## src/rtl/accel_axi_rd_master.sv

```systemverilog
// accel_axi_rd_master
//
// AXI4 read initiator that copies a block of words from system memory into
// the accelerator's local buffer. Software gives a byte source address and a
// word count; the block issues word-sized INCR bursts (one outstanding at a
// time) and writes every OKAY beat into the buffer write port.
//
// Ports
//   clk, rst_n          single clock, synchronous active-low reset
//   start_i             launch request (honoured in IDLE only)
//   src_addr_i          byte source address (low two bits ignored)
//   len_i               transfer length in words, 0..2^BUF_ADDR_WIDTH
//   busy_o              transfer in progress (any state other than IDLE)
//   done_o              one-cycle completion pulse
//   err_o               sticky error, cleared by the next accepted start
//   ar_*                AXI read-address channel (master side)
//   r_*                 AXI read-data channel (master side)
//   buf_we_o/addr/wdata registered buffer write port
//
// State table
//   state   | meaning
//   --------+--------------------------------------------------------------
//   S_IDLE  | waiting for start_i
//   S_ADDR  | ar_valid_o high, burst address/length held until accepted
//   S_DATA  | r_ready_o high, counting beats of the outstanding burst
//   S_DONE  | done_o pulse, back to S_IDLE next cycle

module accel_axi_rd_master #(
    parameter int AXI_ADDR_WIDTH = 32,
    parameter int AXI_DATA_WIDTH = 32,
    parameter int AXI_ID_WIDTH   = 2,
    parameter int AXI_ID         = 0,
    parameter int MAX_BURST      = 16,
    parameter int BUF_ADDR_WIDTH = 10
) (
    input  logic                      clk,
    input  logic                      rst_n,

    input  logic                      start_i,
    input  logic [AXI_ADDR_WIDTH-1:0] src_addr_i,
    input  logic [BUF_ADDR_WIDTH:0]   len_i,
    output logic                      busy_o,
    output logic                      done_o,
    output logic                      err_o,

    output logic                      ar_valid_o,
    input  logic                      ar_ready_i,
    output logic [AXI_ADDR_WIDTH-1:0] ar_addr_o,
    output logic [7:0]                ar_len_o,
    output logic [2:0]                ar_size_o,
    output logic [1:0]                ar_burst_o,
    output logic [AXI_ID_WIDTH-1:0]   ar_id_o,

    input  logic                      r_valid_i,
    output logic                      r_ready_o,
    input  logic [AXI_DATA_WIDTH-1:0] r_data_i,
    input  logic [1:0]                r_resp_i,
    input  logic                      r_last_i,
    input  logic [AXI_ID_WIDTH-1:0]   r_id_i,

    output logic                      buf_we_o,
    output logic [BUF_ADDR_WIDTH-1:0] buf_addr_o,
    output logic [AXI_DATA_WIDTH-1:0] buf_wdata_o
);

    localparam int LEN_W = BUF_ADDR_WIDTH + 1;
    // Wide enough for the remaining count and for the 1024-word page size.
    localparam int CW    = (LEN_W > 12) ? LEN_W : 12;

    typedef enum logic [1:0] {
        S_IDLE = 2'd0,
        S_ADDR = 2'd1,
        S_DATA = 2'd2,
        S_DONE = 2'd3
    } state_t;

    state_t                    state_q, state_d;
    logic [AXI_ADDR_WIDTH-1:0] addr_q, addr_d;
    logic [LEN_W-1:0]          remain_q, remain_d;
    logic [8:0]                beats_q, beats_d;
    logic                      err_q, err_d;
    logic [BUF_ADDR_WIDTH-1:0] ptr_q, ptr_d;
    logic                      buf_we_q, buf_we_d;
    logic [BUF_ADDR_WIDTH-1:0] buf_addr_q, buf_addr_d;
    logic [AXI_DATA_WIDTH-1:0] buf_wdata_q, buf_wdata_d;

    logic [CW-1:0] rem_ext;
    logic [CW-1:0] page_left;
    logic [CW-1:0] burst_cap;
    logic [CW-1:0] burst_beats;
    logic          ar_hs;
    logic          r_hs;
    logic          final_beat;
    logic          beat_err;

    // Burst size: min(remaining words, MAX_BURST, words left in the 4 KB page).
    // addr_q only changes on an AR handshake, so this is stable in S_ADDR.
    always_comb begin
        rem_ext     = CW'(remain_q);
        page_left   = CW'(1024) - CW'(addr_q[11:2]);
        burst_cap   = (rem_ext < CW'(MAX_BURST)) ? rem_ext : CW'(MAX_BURST);
        burst_beats = (page_left < burst_cap) ? page_left : burst_cap;
    end

    assign ar_hs      = (state_q == S_ADDR) && ar_ready_i;
    assign r_hs       = (state_q == S_DATA) && r_valid_i;
    assign final_beat = (beats_q == 9'd1);
    // Bad response or r_last_i disagreeing with our own beat count.
    assign beat_err   = (r_resp_i != 2'b00) || (r_last_i != final_beat);

    always_comb begin
        state_d     = state_q;
        addr_d      = addr_q;
        remain_d    = remain_q;
        beats_d     = beats_q;
        err_d       = err_q;
        ptr_d       = ptr_q;
        buf_we_d    = 1'b0;
        buf_addr_d  = buf_addr_q;
        buf_wdata_d = buf_wdata_q;

        case (state_q)
            S_IDLE: begin
                if (start_i) begin
                    err_d = 1'b0;
                    if (len_i != '0) begin
                        addr_d   = {src_addr_i[AXI_ADDR_WIDTH-1:2], 2'b00};
                        remain_d = len_i;
                        ptr_d    = '0;
                        state_d  = S_ADDR;
                    end else begin
                        state_d  = S_DONE;
                    end
                end
            end

            S_ADDR: begin
                if (ar_hs) begin
                    beats_d = 9'(burst_beats);
                    addr_d  = addr_q + (AXI_ADDR_WIDTH'(burst_beats) << 2);
                    state_d = S_DATA;
                end
            end

            S_DATA: begin
                if (r_hs) begin
                    beats_d  = beats_q - 9'd1;
                    remain_d = remain_q - LEN_W'(1);
                    if (r_resp_i == 2'b00) begin
                        buf_we_d    = 1'b1;
                        buf_addr_d  = ptr_q;
                        buf_wdata_d = r_data_i;
                        ptr_d       = ptr_q + BUF_ADDR_WIDTH'(1);
                    end
                    if (beat_err) begin
                        err_d = 1'b1;
                    end
                    // The beat count, not r_last_i, closes the burst. Any error
                    // so far (including this beat) stops further ARs.
                    if (final_beat) begin
                        state_d = ((remain_d != '0) && !err_d) ? S_ADDR : S_DONE;
                    end
                end
            end

            S_DONE: begin
                state_d = S_IDLE;
            end

            default: begin
                state_d = S_IDLE;
            end
        endcase
    end

    always_ff @(posedge clk) begin
        if (!rst_n) begin
            state_q     <= S_IDLE;
            addr_q      <= '0;
            remain_q    <= '0;
            beats_q     <= '0;
            err_q       <= 1'b0;
            ptr_q       <= '0;
            buf_we_q    <= 1'b0;
            buf_addr_q  <= '0;
            buf_wdata_q <= '0;
        end else begin
            state_q     <= state_d;
            addr_q      <= addr_d;
            remain_q    <= remain_d;
            beats_q     <= beats_d;
            err_q       <= err_d;
            ptr_q       <= ptr_d;
            buf_we_q    <= buf_we_d;
            buf_addr_q  <= buf_addr_d;
            buf_wdata_q <= buf_wdata_d;
        end
    end

    assign busy_o      = (state_q != S_IDLE);
    assign done_o      = (state_q == S_DONE);
    assign err_o       = err_q;

    assign ar_valid_o  = (state_q == S_ADDR);
    assign ar_addr_o   = addr_q;
    assign ar_len_o    = (state_q == S_ADDR) ? 8'(burst_beats - CW'(1)) : 8'd0;
    assign ar_size_o   = 3'b010;
    assign ar_burst_o  = 2'b01;
    assign ar_id_o     = AXI_ID_WIDTH'(AXI_ID);

    assign r_ready_o   = (state_q == S_DATA);

    assign buf_we_o    = buf_we_q;
    assign buf_addr_o  = buf_addr_q;
    assign buf_wdata_o = buf_wdata_q;

    // Read ID is not needed with a single outstanding burst; the low address
    // bits are forced to word alignment.
    logic unused_ok;
    assign unused_ok = ^{r_id_i, src_addr_i[1:0]};

endmodule

```

## config.mk

```make
export PLATFORM = sky130hd
export DESIGN_NAME = accel_axi_rd_master
export DESIGN_NICKNAME = d
export VERILOG_FILES = /design/src/rtl/accel_axi_rd_master.sv
export SDC_FILE = /design/constraint.sdc
export NUM_CORES = 1
export LEC_CHECK = 0
export ABC_AREA = 1
export BUFFER_PORTS_ARGS = -buffer_cell sky130_fd_sc_hd__buf_2
export CAP_MARGIN = 20
export CORE_MARGIN = 4
export CORE_UTILIZATION = 29
export CTS_CLUSTER_SIZE = 20
export DETAILED_ROUTE_END_ITERATION = 8
export GPL_TIMING_DRIVEN = 1
export PLACE_DENSITY = 0.48
export SLEW_MARGIN = 20
export SYNTH_ARGS = -nofsm -noshare
export SYNTH_HDL_FRONTEND = slang
export SYNTH_SLANG_ARGS = --single-unit
```

## constraint.sdc

```tcl
create_clock -name clk -period 4.5 [get_ports clk]
set_input_delay 0.225 -clock clk [delete_from_list [all_inputs] [get_ports clk]]
set_output_delay 0.225 -clock clk [all_outputs]
set_load 0.01 [all_outputs]
```

### Yosys cells after proc, flatten, opt, wreduce, memory -nomap -nowiden

Index checks and enable logic that the tools add are counted.

* bits in registers: 108
* output and inout bits: 95
* word-level logic and storage cells: 83

* $add $sub $neg: 6
* magnitude comparators: 2
* equality and inequality tests: 11
* multiplexer cells: 33
* reductions and logical operators: 22

Operator list (number)
* $mux 32: 3
* $pmux 32 s2: 1
* $mux 11: 4
* $mux 10: 4
* $add 32x14->32: 1
* $pmux 11 s2: 1
* $reduce_bool 11->1: 2
* $pmux 10 s2: 1
* $mux 9: 2
* $pmux 9 s2: 1
* $lt 12x11->1: 1
* $mux 12: 1
* $mux 2: 6
* $reduce_and 3->1: 4
* $reduce_and 4->1: 3
* $sub 11x10->12 const A: 1
* $lt 11x5->1 const B: 1
* $sub 11x1->11 const B: 1
* $add 10x1->10 const B: 1
* $reduce_bool 2->1: 5
* $eq 9x1->1 const B: 1
* $sub 9x1->9 const B: 1
* $mux 8: 1
* $ne 2x1->1 const B: 4
* other kinds (13): 23

### Depth between registers and ports, before layout

* word-level depth: 12
* gate-level depth with buffers: 31

### Worst setup path after synthesis

No wires, ideal clock.

* path kind: register to register
* start point: reg addr_q[4], in the netlist ar_addr_o[4]
* end point: reg addr_q[30], in the netlist ar_addr_o[30]
* setup time: 0.070 ns
* data arrival time: 4.329 ns
* path slack: 0.100 ns
* stages on the path, launching flop included: 28
* path buffers: 1
* cells stage by stage: dfxtp_1 -> nor4_1 -> nand2_1 -> nor3_1 -> nand3_1 -> xor2_1 -> inv_1 -> ha_1 -> a21oi_1 -> nor2_1 -> nor3_4 -> nand2_4 -> buf_6 -> o21ai_4 -> ha_1 -> inv_1 -> fa_1 -> inv_1 -> nand3_1 -> nand2_1 -> a21boi_0 -> o21ai_0 -> a21o_1 -> nand2_1 -> or2_2 -> nand3_1 -> nand2_1 -> a21oi_1

* word-level cells in the longest chain between the ends: 6

Ends and longest elaborated chain
* start, declared: RTL line 78 `logic [AXI_ADDR_WIDTH-1:0] addr_q, addr_d;`
* start signal, assigned: RTL line 189 `addr_q <= addr_d;`
* $sub 11x10->12: RTL line 100 `page_left = CW'(1024) - CW'(addr_q[11:2]);`
* $lt 12x11->1: RTL line 102 `burst_beats = (page_left < burst_cap) ? page_left : burst_cap;`
* $mux 12: RTL line 102
* $add 32x14->32 (*): RTL line 140 `addr_d = addr_q + (AXI_ADDR_WIDTH'(burst_beats) << 2);`
* $mux 32 (*): RTL line 138 `if (ar_hs) begin`
* $pmux 32 s2 (*): RTL line 122 `case (state_q)`

Mark *: on every way between the ends. The rest lies on a longest branch, timed or not. The select of a mux whose other input is x is not followed.
A chain may end at the register's enable or synchronous reset.

### Final worst setup path

* start point: reg addr_q[6], in the netlist ar_addr_o[6]
* end point: reg addr_q[30], in the netlist ar_addr_o[30]

The elaborated chain is that of the path after synthesis.

==> results.cfg <==
[sta]
fin_skew_ns = 0.01086
clock.fmax_mhz = 237.0
fin_crit_sh = 0.9375
slew_headroom = 0.6163
hold_viol_final = 0
min_period_ns = 4.219
finalWorstSetupSlack_ns = 0.2812
worst_slew_pin_slew_ns = 0.5750
report.final.slew_viol_count = 0
rsz0062_at_grt = true
finalSetupViolCount = 0
fin_tns_setup_ns = 0

[layout]
layoutNonFillerInstCount = 1484
final_area_mm2 = 0.008623
nets = 1313
multi_input_area_mm2 = 0.004159
syn_to_final_growth_pct = 31.33
layout_common_cells = 170 x nand2_1, 166 x buf_2, 164 x nor2_1
antennaDiodeCount = 0
layout_commonest_cell = nand2_1
ff_latch_area_mm2 = 0.002123
fill_cells = 2436
layout-drive-gt1-share = 0.2766

[logic_synthesis]
synth.avg_cell_area_um2 = 6.646
ys_seq_area_frac = 0.3232
ys_top_cells_by_area = dfxtp_1 32%, nand2_1 10%, nor2_1 9.8%
synth_largest_area_cell = dfxtp_1
ys_types = 51
synthCells = 988
synth_area_mm2 = 0.006566
synth_flop_cell = dfxtp_1
yosysWarnings = 0
ys_ff_latch = 106
synthArstFlopShare = 0
yosys.area.top_type_share = 0.3232
synth_edf_count = 0

[run]
cap_violations = 0

[grt]
grt_pass1_wl_um = 34240
grt_usage = 0.1683
first_global_vias = 6597
grt_start_max_net_pins = 48
antenna_found_initial = 1
overflow = 0

[routing]
dr.pass1.iters = 5
drcViolationCount = 0
wl_um = 21260
top_layer = met5
vias = 6962
drt_iter0_drc = 420
drt-met1-wl_um = 10550
wl_met3_um = 1305
drt.antenna.violating_nets = 0
vias_per_cell = 4.691
routedWlPerCell_um = 14.33
dr_wl_met2_um = 9196

[hold_path]
hold_path.class = in -> reg

[pwr]
fin_total_pwr_mw = 7.655
powerDensity_mw_per_mm2 = 887.7
ir_drop_uv = 373.1
p_leak_nw = 4.063

[floorplan]
core.rowCount = 54
initial_core_util = 0.2981
core_mm2 = 0.02203
fp.dieW_um = 158.5
dieArea_mm2 = 0.02511
die_h_um = 158.5
io_pins = 180

[worst_setup_path]
path_class = reg -> reg
critPathMaxFanout = 6
cp_slowest_cell = fa_2
cp_data_arrival_time_ns = 4.51
max_stage_delay_ns = 0.39
critPathMostFrequentCell = nand2_1
critPathLaunchType = flip-flop
ff2ff_setup_slack_ns = 0.28
cp-end-kind = flip-flop
crit_required_ns = 4.79

[clock_network]
clock_latency_ns = 0.36
path_clk_slew_ns = 0.09
cts.sinks = 106
cts_root_buf = clkbuf_16
cts_tree = built
numCtsBuffers = 9
cts_htree_levels = 3
cts_buffer_depth = 2

[placed_design]
globalplace.congestion = 0.8416
placed_area_mm2 = 0.008000
dp.cells = 1455
pre_cts_ws_ns = 0.04653
portBuffers = 166
dpl.hpwl_um = 15770

[run_status]
status = finished clean
synthesized netlist by cell type, drive strengths merged (3+ instances only):
cell type and n:
xnor2 3, nand4 9, nand3b 4, xor2 26
o211ai 11, nand3 49, or2 5, nor3 22
clkbuf 29, o21ai 89, buf 16, a21oi 85
inv 92, a31oi 9, dfxtp 106, a211oi 6
nor4 7, a221oi 3, ha 28, nor2 178
nand2 188
flip-flops by register name, indices dropped and copies added, names as in the netlist, 2 cells and up:
signal and count:
beats_q 9, ar_addr_o 30, state_q 2, buf_wdata_o 32, ptr_q 10, remain_q 11, buf_addr_o 10
area by class of cell:
| cell class | instances | share of cell area |
|---|---|---|
| clock buffers | 9 | 0.02612 |
| inverters | 94 | 0.04092 |
| clock inverters | 7 | 0.008706 |
| flip-flops and latches | 106 | 0.2462 |
| repair buffers | 232 | 0.1551 |
| multi-input cells | 756 | 0.4823 |
| well taps | 280 | 0.04063 |
report_power, final:
part	switching [mW]	total, mW	internal [mW]
logic	3.16	5.45	2.29
clock network	0.427	0.824	0.397
registers	0.228	1.38	1.15
total	3.82	7.65	3.84
critical path: cells and delay by family (launching register included):
kind | cells | cell delay (ns)
adder cells (fa/ha/maj) | 3 | 0.89
flip-flops | 1 | 0.33
XOR/XNOR | 1 | 0.26
AO/OA/AOI/OAI | 7 | 0.86
AND/OR/NAND/NOR | 11 | 1.56
buffers and inverters | 3 | 0.27
stage by stage:
stage / hold WS, ns / utilization
after global placement: 0.4457 / 0.3632
final: 0.07512 / 0.3915
after global routing: 0.06968 / 0.3915
after CTS: 0.06015 / 0.3768
after floorplan: 0.3599 / -
after detailed placement: 0.4540 / 0.3632
logic make-up (layout without fill, tap and decap cells):
kind of cell	after synthesis	after routing	share of synthesized area
AND/OR/NAND/NOR	467	467	0.3110
buffers and inverters	139	342	0.08670
adder cells (fa/ha/maj)	29	29	0.05640
other	2	15	0.001144
XOR/XNOR	29	29	0.03868
AO/OA/AOI/OAI	216	216	0.1829
flip-flops	106	106	0.3232
metal layers:
layer  vias to the layer above  track usage
met5                         -            0
met4                         2      0.02924
li1                       3672            -
met1                      3133       0.2357
met2                       140       0.2624
met3                        15      0.04757
final timing paths:
path / start / to / cells past startpoint
worst min-delay path: r_data_i[26] / buf_wdata_o[26] / 3
worst max register to register: ar_addr_o[6] / ar_addr_o[30] / 25
worst max-delay path: ar_addr_o[6] / ar_addr_o[30] / 25
worst min register to register: beats_q[1] / beats_q[1] / 2
repair_timing:
| item | 4_1_cts | 5_1_grt |
|---|---|---|
| setup buffers | 0 | 14 |
| hold buffers | 0 | 0 |
| resized for setup | 0 | 62 |
| setup endpoints to repair | 0 | 21 |
| endpoints found under the hold margin | 0 | 0 |
(Power assumes the default switching activity.)
